[src/rtl/adder64_issue_stage.sv]
// adder64_issue_stage
//   Operand issue/capture stage wrapped around an external combinational
//   WIDTH-bit carry-look-ahead adder. Operand pairs arrive on a valid/ready
//   port and queue in a DEPTH-entry FIFO. The FIFO head drives the adder. The
//   adder's sum/carry are captured into a result register, which is offered
//   downstream on a second valid/ready port. A chained operation takes its
//   carry-in from the carry-out of the previously captured result, so wide
//   adds can be split into multiple words.
//
//   Handshake rule (both ports): a transfer happens on a rising edge where
//   valid & ready are both 1. After valid rises it holds until that transfer.
//   in_ready depends only on registered state.
//
// Ports
//   clk, rst              clock (rising edge), synchronous active-high reset
//   in_valid/in_ready     operand port handshake
//   in_a, in_b            operands
//   in_cin                explicit carry-in (used when in_chain = 0)
//   in_chain              1: carry-in = carry-out of previous captured op
//   add_a/add_b/add_cin   drive the adder from the FIFO head (0 when empty)
//   add_s/add_cout        adder result (combinational from add_*)
//   out_valid/out_ready   result port handshake
//   out_sum, out_cout     registered result
//   op_count              results captured since reset (wraps)
module adder64_issue_stage #(
    parameter int WIDTH = 64,
    parameter int DEPTH = 2,
    parameter int CNT_W = 16
) (
    input  logic             clk,
    input  logic             rst,
    input  logic             in_valid,
    output logic             in_ready,
    input  logic [WIDTH-1:0] in_a,
    input  logic [WIDTH-1:0] in_b,
    input  logic             in_cin,
    input  logic             in_chain,
    output logic [WIDTH-1:0] add_a,
    output logic [WIDTH-1:0] add_b,
    output logic             add_cin,
    input  logic [WIDTH-1:0] add_s,
    input  logic             add_cout,
    output logic             out_valid,
    input  logic             out_ready,
    output logic [WIDTH-1:0] out_sum,
    output logic             out_cout,
    output logic [CNT_W-1:0] op_count
);

    localparam int PTR_W = (DEPTH > 1) ? $clog2(DEPTH) : 1;
    localparam int OCC_W = $clog2(DEPTH + 1);
    localparam logic [OCC_W-1:0] FULL = OCC_W'(DEPTH);

    // Operand storage; not reset, since nothing reads an empty FIFO entry.
    logic [WIDTH-1:0] mem_a     [DEPTH];
    logic [WIDTH-1:0] mem_b     [DEPTH];
    logic             mem_cin   [DEPTH];
    logic             mem_chain [DEPTH];

    logic [PTR_W-1:0] wr_ptr;
    logic [PTR_W-1:0] rd_ptr;
    logic [OCC_W-1:0] count;
    logic             carry_q;

    logic push;
    logic not_empty;
    logic fire;

    assign in_ready  = (count != FULL);
    assign push      = in_valid & in_ready;
    assign not_empty = (count != '0);
    // Capture whenever there is an operand and the result register is
    // empty or being drained this same cycle.
    assign fire      = not_empty & (~out_valid | out_ready);

    // Adder drive: zeros when empty so the adder sees stable known values.
    always_comb begin
        add_a   = '0;
        add_b   = '0;
        add_cin = 1'b0;
        if (not_empty) begin
            add_a   = mem_a[rd_ptr];
            add_b   = mem_b[rd_ptr];
            add_cin = mem_chain[rd_ptr] ? carry_q : mem_cin[rd_ptr];
        end
    end

    always_ff @(posedge clk) begin
        if (push) begin
            mem_a[wr_ptr]     <= in_a;
            mem_b[wr_ptr]     <= in_b;
            mem_cin[wr_ptr]   <= in_cin;
            mem_chain[wr_ptr] <= in_chain;
        end
    end

    always_ff @(posedge clk) begin
        if (rst) begin
            wr_ptr    <= '0;
            rd_ptr    <= '0;
            count     <= '0;
            carry_q   <= 1'b0;
            out_valid <= 1'b0;
            out_sum   <= '0;
            out_cout  <= 1'b0;
            op_count  <= '0;
        end else begin
            // DEPTH is a power of two, so pointers wrap naturally.
            if (push) begin
                wr_ptr <= wr_ptr + 1'b1;
            end
            if (fire) begin
                rd_ptr <= rd_ptr + 1'b1;
            end
            case ({push, fire})
                2'b10:   count <= count + 1'b1;
                2'b01:   count <= count - 1'b1;
                default: count <= count;
            endcase

            if (fire) begin
                out_sum   <= add_s;
                out_cout  <= add_cout;
                carry_q   <= add_cout;
                op_count  <= op_count + 1'b1;
                out_valid <= 1'b1;
            end else if (out_valid & out_ready) begin
                out_valid <= 1'b0;
            end
        end
    end

endmodule
[config.mk]
export PLATFORM = sky130hd
export DESIGN_NAME = adder64_issue_stage
export DESIGN_NICKNAME = d
export VERILOG_FILES = /design/src/rtl/adder64_issue_stage.sv
export SDC_FILE = /design/constraint.sdc
export NUM_CORES = 1
export LEC_CHECK = 0
export ABC_AREA = 1
export BUFFER_PORTS_ARGS = -buffer_cell sky130_fd_sc_hd__buf_2
export CORE_MARGIN = 2
export CORE_UTILIZATION = 46
export CTS_CLUSTER_DIAMETER = 120
export CTS_CLUSTER_SIZE = 28
export DETAILED_ROUTE_END_ITERATION = 8
export PLACE_DENSITY = 0.76
export SYNTH_ARGS = -nofsm -noshare
export SYNTH_HDL_FRONTEND = slang
export SYNTH_SLANG_ARGS = --single-unit
[constraint.sdc]
create_clock -name clk -period 7.85 [get_ports clk]
set_clock_uncertainty 0.05 [all_clocks]
set_input_delay 1.57 -clock clk [delete_from_list [all_inputs] [get_ports clk]]
set_output_delay 1.57 -clock clk [all_outputs]
set_load 0.005 [all_outputs]
Yosys cells after proc, flatten, opt, wreduce, memory -nomap -nowiden. Memories as Yosys holds them, arrays and structs flattened. A register that Yosys moved wholly into a read port is not among the register bits. Index checks and enable logic that the tools add are counted.

Equal/unequal tests: 3. $add $sub $neg: 5. Bitwise gates (word level): 5. Reductions and logical operators: 3. Mux-type cells: 17.

Operator list (count): 2-to-1 mux 64 bit (2); adder 16 x 1 -> 16 bit, second input constant (1); 2-to-1 mux 1 bit (14); nonzero test 2 bit (3); one-hot mux 2 bit (2 select lines) (1); AND 1 bit (3); adder 1 bit, second input constant (2); adder 2 x 1 -> 2 bit, second input constant (1); == test 2 x 1 -> 1 bit, second input constant (1); == test 2 bit, second input constant (1); != test 2 bit, second input constant (1); subtractor 2 x 1 -> 2 bit, second input constant (1); NOT 1 bit (1); bitwise OR 1 bit (1).

Output and inout bits: 212. Bits in writable memories: 260. Flip-flop bits (word level): 86. Memories kept: 4. Logic and storage cells: 44.

Memory list: mem_a (depth 2, bits a word 64, rd ports 1, clocked after Yosys merged registers in 1, write ports 1, line 55) `logic [WIDTH-1:0] mem_a [DEPTH];`; mem_b (depth 2, bits a word 64, rd ports 1, clocked after Yosys merged registers in 1, write ports 1, line 56) `logic [WIDTH-1:0] mem_b [DEPTH];`; mem_chain (depth 2, bits a word 1, rd ports 1, clocked after Yosys merged registers in 1, write ports 1, line 58) `logic mem_chain [DEPTH];`; mem_cin (depth 2, bits a word 1, rd ports 1, clocked after Yosys merged registers in 1, write ports 1, line 57) `logic mem_cin [DEPTH];`.

Longest topological paths before layout. Gate-level depths: netlist (run 1).

Word-level depth: 5. Gate-level depth with buffers: 9. Depth with buffers taken out: 8.

Least setup slack after synthesis (run 1). Ideal clock, no wire load.

Path kind: input to register. Start point: input in_valid. End point: memory mem_a[1][0] (enable). Slack: 92 ps. Arrival time: 7086 ps. Cell stages on the path: 2. Setup time: 622 ps. Cells stage by stage: nand2_1 nor2_1.

Longest elaborated chain between the ends: 3.

RTL lines: from (decl) (line 32) `input logic in_valid,`; AND 1 bit (line 70) `assign push = in_valid & in_ready;`; 2-to-1 mux 1 bit (line 89) `if (push) begin`; 2-to-1 mux 1 bit (not written as such) (line 90) `mem_a[wr_ptr] <= in_a;`; to (decl) (line 55).

Every way passes these cells.

==> flow_summary.toml, run 1 <==
[route]
drtPass1Iterations = 5
wl_per_cell_um = 17.2
drc = 0
wl_met2_mm = 16.5
vias_per_cell = 4.98
met1_length_mm = 12.3
antenna_left = 0
wl_met3_mm = 3.18
dr.first_iter.drc_count = 902
wirelength_mm = 32.8
topRoutingLayerUsed = "met4"
vias = 9478

[finish]
finalNetCount = 1709
layout-drive-gt1-share = 0.296
area_growth_pct = 21.7

[setup_path]
end_kind = "primary output"
crit_fanout = 89
worst-endpoint-arrival_ps = 2860
startpoint_type = "flip-flop"
worst-setup-path-type = "reg2out"
required_ps = 6230

[clock_tree]
post-cts-setup-buffer-count = 0
path_clk_slew_ps = 110
clkSinkCount = 347
clk_latency_ps = 510
cts_hold_buf = 0
cts_tree = "yes"
h-tree-depth = 1
cts_buffers = 16
clk_path_buf_depth = 3
cts_resized = 0
cts_root_buffer = "clkbuf_16"

[timing]
rsz0062_at_grt = "no"
hold_slack_ps = 403
period_share = 0.571
drv_slew = 0
setup_viol = 0
maxClockFrequency_mhz = 223
worst_slew_pin_slew_ps = 1160
post-route-min-period_ps = 4480
finalSetupTns_ps = 0
hold_viol_final = 0
slew_headroom = 0.226

[logic_synthesis]
synth_cell_types = 25
ys_ff_latch = 347
synth-edff-count = 260
yosysTopAreaCell = "edfxtp_1"
syn-instance-count = 1135
synthArstFlopShare = 0
avgSynthCellArea_um2 = 11.4
synth_top_family_by_area = "simple AND/OR/NAND/NOR gates"
synth_xor_area_frac = 0
yosys.area.top_type_share = 0.603
synth_ff_type = "edfxtp_1"
synth_area_mm2 = 0.0129
synth_most_common_cell = "nand2_1"
synth_nets = 1336
synthTopCellsByArea = "edfxtp_1, dfxtp_1, nand2_1"
synth_common_cells = "nand2_1, edfxtp_1, nor2_1"
synthAdderAreaFrac = 0.00193
ys_warn_count = 0
synth_compound_area_frac = 0.0867
synth_simple_gate_area_share = 0.141
ys_seq_area_frac = 0.738
synthMuxAreaShare = 0.000774

[floorplanning]
coreArea_mm2 = 0.0277
die_area_mm2 = 0.0295
die_w_um = 172
die_h_um = 172
initial_core_util = 0.467
rows = 61
io_pins = 411

[global_route]
grt_usage = 0.209
antenna_found_initial = 7
grt_pass1_wl_mm = 48.2
first_global_vias = 9034
grt_start_max_net_pins = 90
grt_overflow = 0

[hold_path]
hold_path.class = "reg2reg"

[run]
max_cap_viol_count = 0

[placement]
dp_hpwl_mm = 22.3
gp_congestion = 0.833
io_buffers = 410

[power_and_ir_drop]
power_mw = 5.45
p_per_area_mw_per_mm2 = 346
p_leak_nw = 6.60
ir_worst_vdd_mv = 0.272

[status]
status = "completed"
## stage by stage
| step | cell area, um2 | worst slack [ps] | utilization | cells |
|---|---|---|---|---|
| after CTS | 15700 | 3300 | 0.568 | 1896 |
| after global routing | 15700 | 3110 | 0.568 | 1902 |
| final | 15700 | 3370 | 0.568 | 1903 |
| after floorplan | 12900 | 91.7 | - | 1135 |
| after detailed placement | 15200 | 3850 | 0.550 | 1868 |
| after global placement | 15200 | 3880 | 0.550 | 1868 |
## power breakdown
group / switching [mW] / internal (mW)
registers: 0.170 / 2.36
clock network: 0.547 / 0.417
logic: 1.27 / 0.692
total: 1.98 / 3.47
## layer usage
metal,vias up,track usage
met2,402,0.365
met3,50,0.0538
met1,4406,0.256
met5,-,0
li1,4620,-
met4,0,0.0626
## cell usage in the layout (no fill, tap or decap)
cell type and n:
diode_2 7, ha_1 2, edfxtp_1 260, buf_4 11
mux2i_1 1, buf_2 410, and2_1 1, nor3b_1 1
o21ai_0 5, o21a_1 1, clkbuf_16 17, nand4_1 4
inv_2 3, clkbuf_1 10, dfxtp_4 1, dfxtp_1 86
o21bai_1 1, nand3_1 8, nor2_1 164, nand2_1 288
nor2_4 4, nor3_1 2, inv_4 1, nand3b_1 1
nor2_2 1, inv_16 1, nand2_2 1, inv_1 17
o21ai_1 73, a21oi_1 143
## cells by family after synthesis
kind of cell               after synthesis
DFF                                    347
muxes                                    1
AOI/OAI and AO/OA                      223
and+or+nand+nor                        475
buffers and inverters                   87
adders and majority gates                2
## registers in the layout, summed over array words and instances (netlist names), named ones only
| register | cells |
|---|---|
| mem_b | 128 |
| wr_ptr | 1 |
| count | 2 |
| mem_chain | 2 |
| out_valid | 1 |
| op_count | 16 |
| out_sum | 64 |
| mem_cin | 2 |
| rd_ptr | 1 |
| mem_a | 128 |
| carry_q | 1 |
## area by class of cell
type / count / area, um2
fill: 2328 / 12000
sequential: 347 / 9550
multi-input combinational: 701 / 3010
timing repair buffer: 421 / 2130
tap: 378 / 473
clock buffer: 27 / 463
inverter: 21 / 81.3
clock inverter: 1 / 20.0
antenna: 7 / 17.5
## path summary, 6_finish.rpt
kind / startpoint / endpoint / slack (ps) / cells past startpoint
max: flip-flop / add_a[3] / 3370 / 5
min: rd_ptr / flip-flop / 400 / 1
max reg2reg: count[0] / mem_a[1][15] / 4940 / 5
min reg2reg: rd_ptr / flip-flop / 400 / 1
## worst max-delay path, cell delays in order (launching register included)
cell     delay (ps)
dfxtp_4         520
inv_4           430
buf_4           800
nand2_1         130
a21oi_1         220
buf_2           160
No activity file was read; power rests on OpenSTA's default activity.
==> run 2, diff against run 1 <==
- clock period: 7.85 -> 3.9 ns (I/O delays scaled with it)
==> run 2 against run 1 <==
Flip-flop and latch count is the same. Core utilization grew 0.51 points. Non-clock buffer count grew 11. Clock-buffer cell count shrank 6. Register-to-register slack lost 3300 ps. Cell count grew 0.37%. Sequential power grew 100%. Largest cell class unchanged. Total power grew 100%. Cell area grew 0.89%. Worst setup slack lost 2700 ps. Hold slack lost 0.57 ps.
==> flow_summary.toml, run 2 (same netlist as run 1, synthesis figures left out) <==
[finish]
num-fill-cells = 2354
fin_cells = 1910
layout_commonest_cell = "buf_2"
multi_input_area_mm2 = 0.00301
regArea_mm2 = 0.00955
area_growth_pct = 22.8
final_cell_mix = "buf_2, nand2_1, edfxtp_1"
reg_top3 = "mem_a (128), mem_b (128), out_sum (64)"
layout-drive-gt1-share = 0.303
finalNetCount = 1720

[power_and_ir_drop]
power_mw = 11.1
p_sw_frac = 0.364
p_leak_nw = 6.67
p_comb_frac = 0.366
pwr-share-seq = 0.462
ir_worst_vdd_mv = 0.527
p_sw_mw = 4.03
power_frac_clock = 0.172
p_per_area_mw_per_mm2 = 696
intPower_mw = 7.03

[setup_path]
required_ps = 3070
worst-setup-path-type = "reg2out"
crit_fanout = 52
startpoint_type = "flip-flop"
end_kind = "primary output"
rr_worst_depth = 5
worst-endpoint-arrival_ps = 2380

[clock_tree]
cts_root_buffer = "clkbuf_16"
cts_buffers = 16
post-cts-setup-buffer-count = 0
clk_path_buf_depth = 3
cts_resized = 0
cts_hold_buf = 0
cts_tree = "yes"
h-tree-depth = 1
clk_latency_ps = 510
clkSinkCount = 347
path_clk_slew_ps = 110

[route]
drtPass1Iterations = 5
wl_per_cell_um = 17.2
met1_length_mm = 12.1
vias_per_cell = 5.08
vias = 9700
wl_met2_mm = 16.3
dr.first_iter.drc_count = 759
wl_met3_mm = 3.19
drc = 0
wirelength_mm = 32.9
antenna_left = 0
topRoutingLayerUsed = "met5"

[timing]
finalSetupTns_ps = 0
post-route-min-period_ps = 3210
hold_slack_ps = 402
finalWorstSetupSlack_ps = 685
maxClockFrequency_mhz = 311
rsz0062_at_grt = "no"
drv_slew = 0
slew_headroom = 0.446
setup_viol = 0
worst_slew_pin_slew_ps = 832
hold_viol_final = 0
period_share = 0.824

[placement]
gp_congestion = 0.862
io_buffers = 410
dp_hpwl_mm = 22.9
dpl.cell_count = 1879
place_ws_ps = 1230

[hold_path]
holdPathStages = 1
hold_path.class = "in2reg"

[global_route]
grt_overflow = 0
grt_pass1_wl_mm = 47.4
antenna_found_initial = 13
grt_start_max_net_pins = 125
first_global_vias = 9128
grt_usage = 0.207

[run]
max_cap_viol_count = 0

[floorplanning]
die_h_um = 172
die_area_mm2 = 0.0295
rows = 61
io_pins = 411
die_w_um = 172
coreArea_mm2 = 0.0277
initial_core_util = 0.467

[status]
status = "completed"
==> run 2: cell types whose count changed in the layout (fill, tap and decap cells not counted) <==
| cell | before | now |
|---|---|---|
| buf_4 | 11 | 16 |
| buf_12 | 0 | 6 |
| clkbuf_1 | 10 | 4 |
| diode_2 | 7 | 9 |
==> run 2: power by group through the flow <==
stage / Clock (mW) / Combinational (mW) / Sequential, mW
after floorplan: 0 / 2.34 / 5.13
after global placement: 0 / 3.97 / 5.17
after detailed placement: 0 / 4.06 / 5.19
after CTS: 1.95 / 4.07 / 5.12
after global routing: 2.06 / 4.50 / 5.18
final: 1.90 / 4.04 / 5.11
==> run 2: final cells by class <==
type	count	share of cell area
well taps	378	0.0298
flip-flops and latches	347	0.601
clock inverters	1	0.00126
inverters	21	0.00512
diodes	9	0.00142
multi-input cells	701	0.189
repair buffers	432	0.144
clock buffers	21	0.0277
==> run 2: routing by layer <==
metal	global-route usage	up-vias
met5	0	-
met4	0.0840	8
met3	0.0538	76
met2	0.365	429
met1	0.239	4550
li1	-	4637
==> run 2: worst max-delay path, stage by stage (launching register included) <==
cell	delay, ps
dfxtp_4	540
inv_4	520
buf_4	380
nand2_1	90
a21oi_1	170
buf_2	150
==> run 2: worst paths after layout <==
kind	start	to	slack [ps]
min	in_b[10]	mem_b[0][10]	400
max reg2reg	count[0]	mem_a[0][9]	1670
max	flip-flop	add_a[24]	690
min reg2reg	rd_ptr	flip-flop	420
==> run 2: through the flow <==
stage | instance area (um2) | util
2_1_floorplan | 12900 | -
4_1_cts | 15900 | 0.573
3_5_place_dp | 15400 | 0.556
3_3_place_gp | 15400 | 0.556
5_1_grt | 15900 | 0.573
6_report | 15900 | 0.574
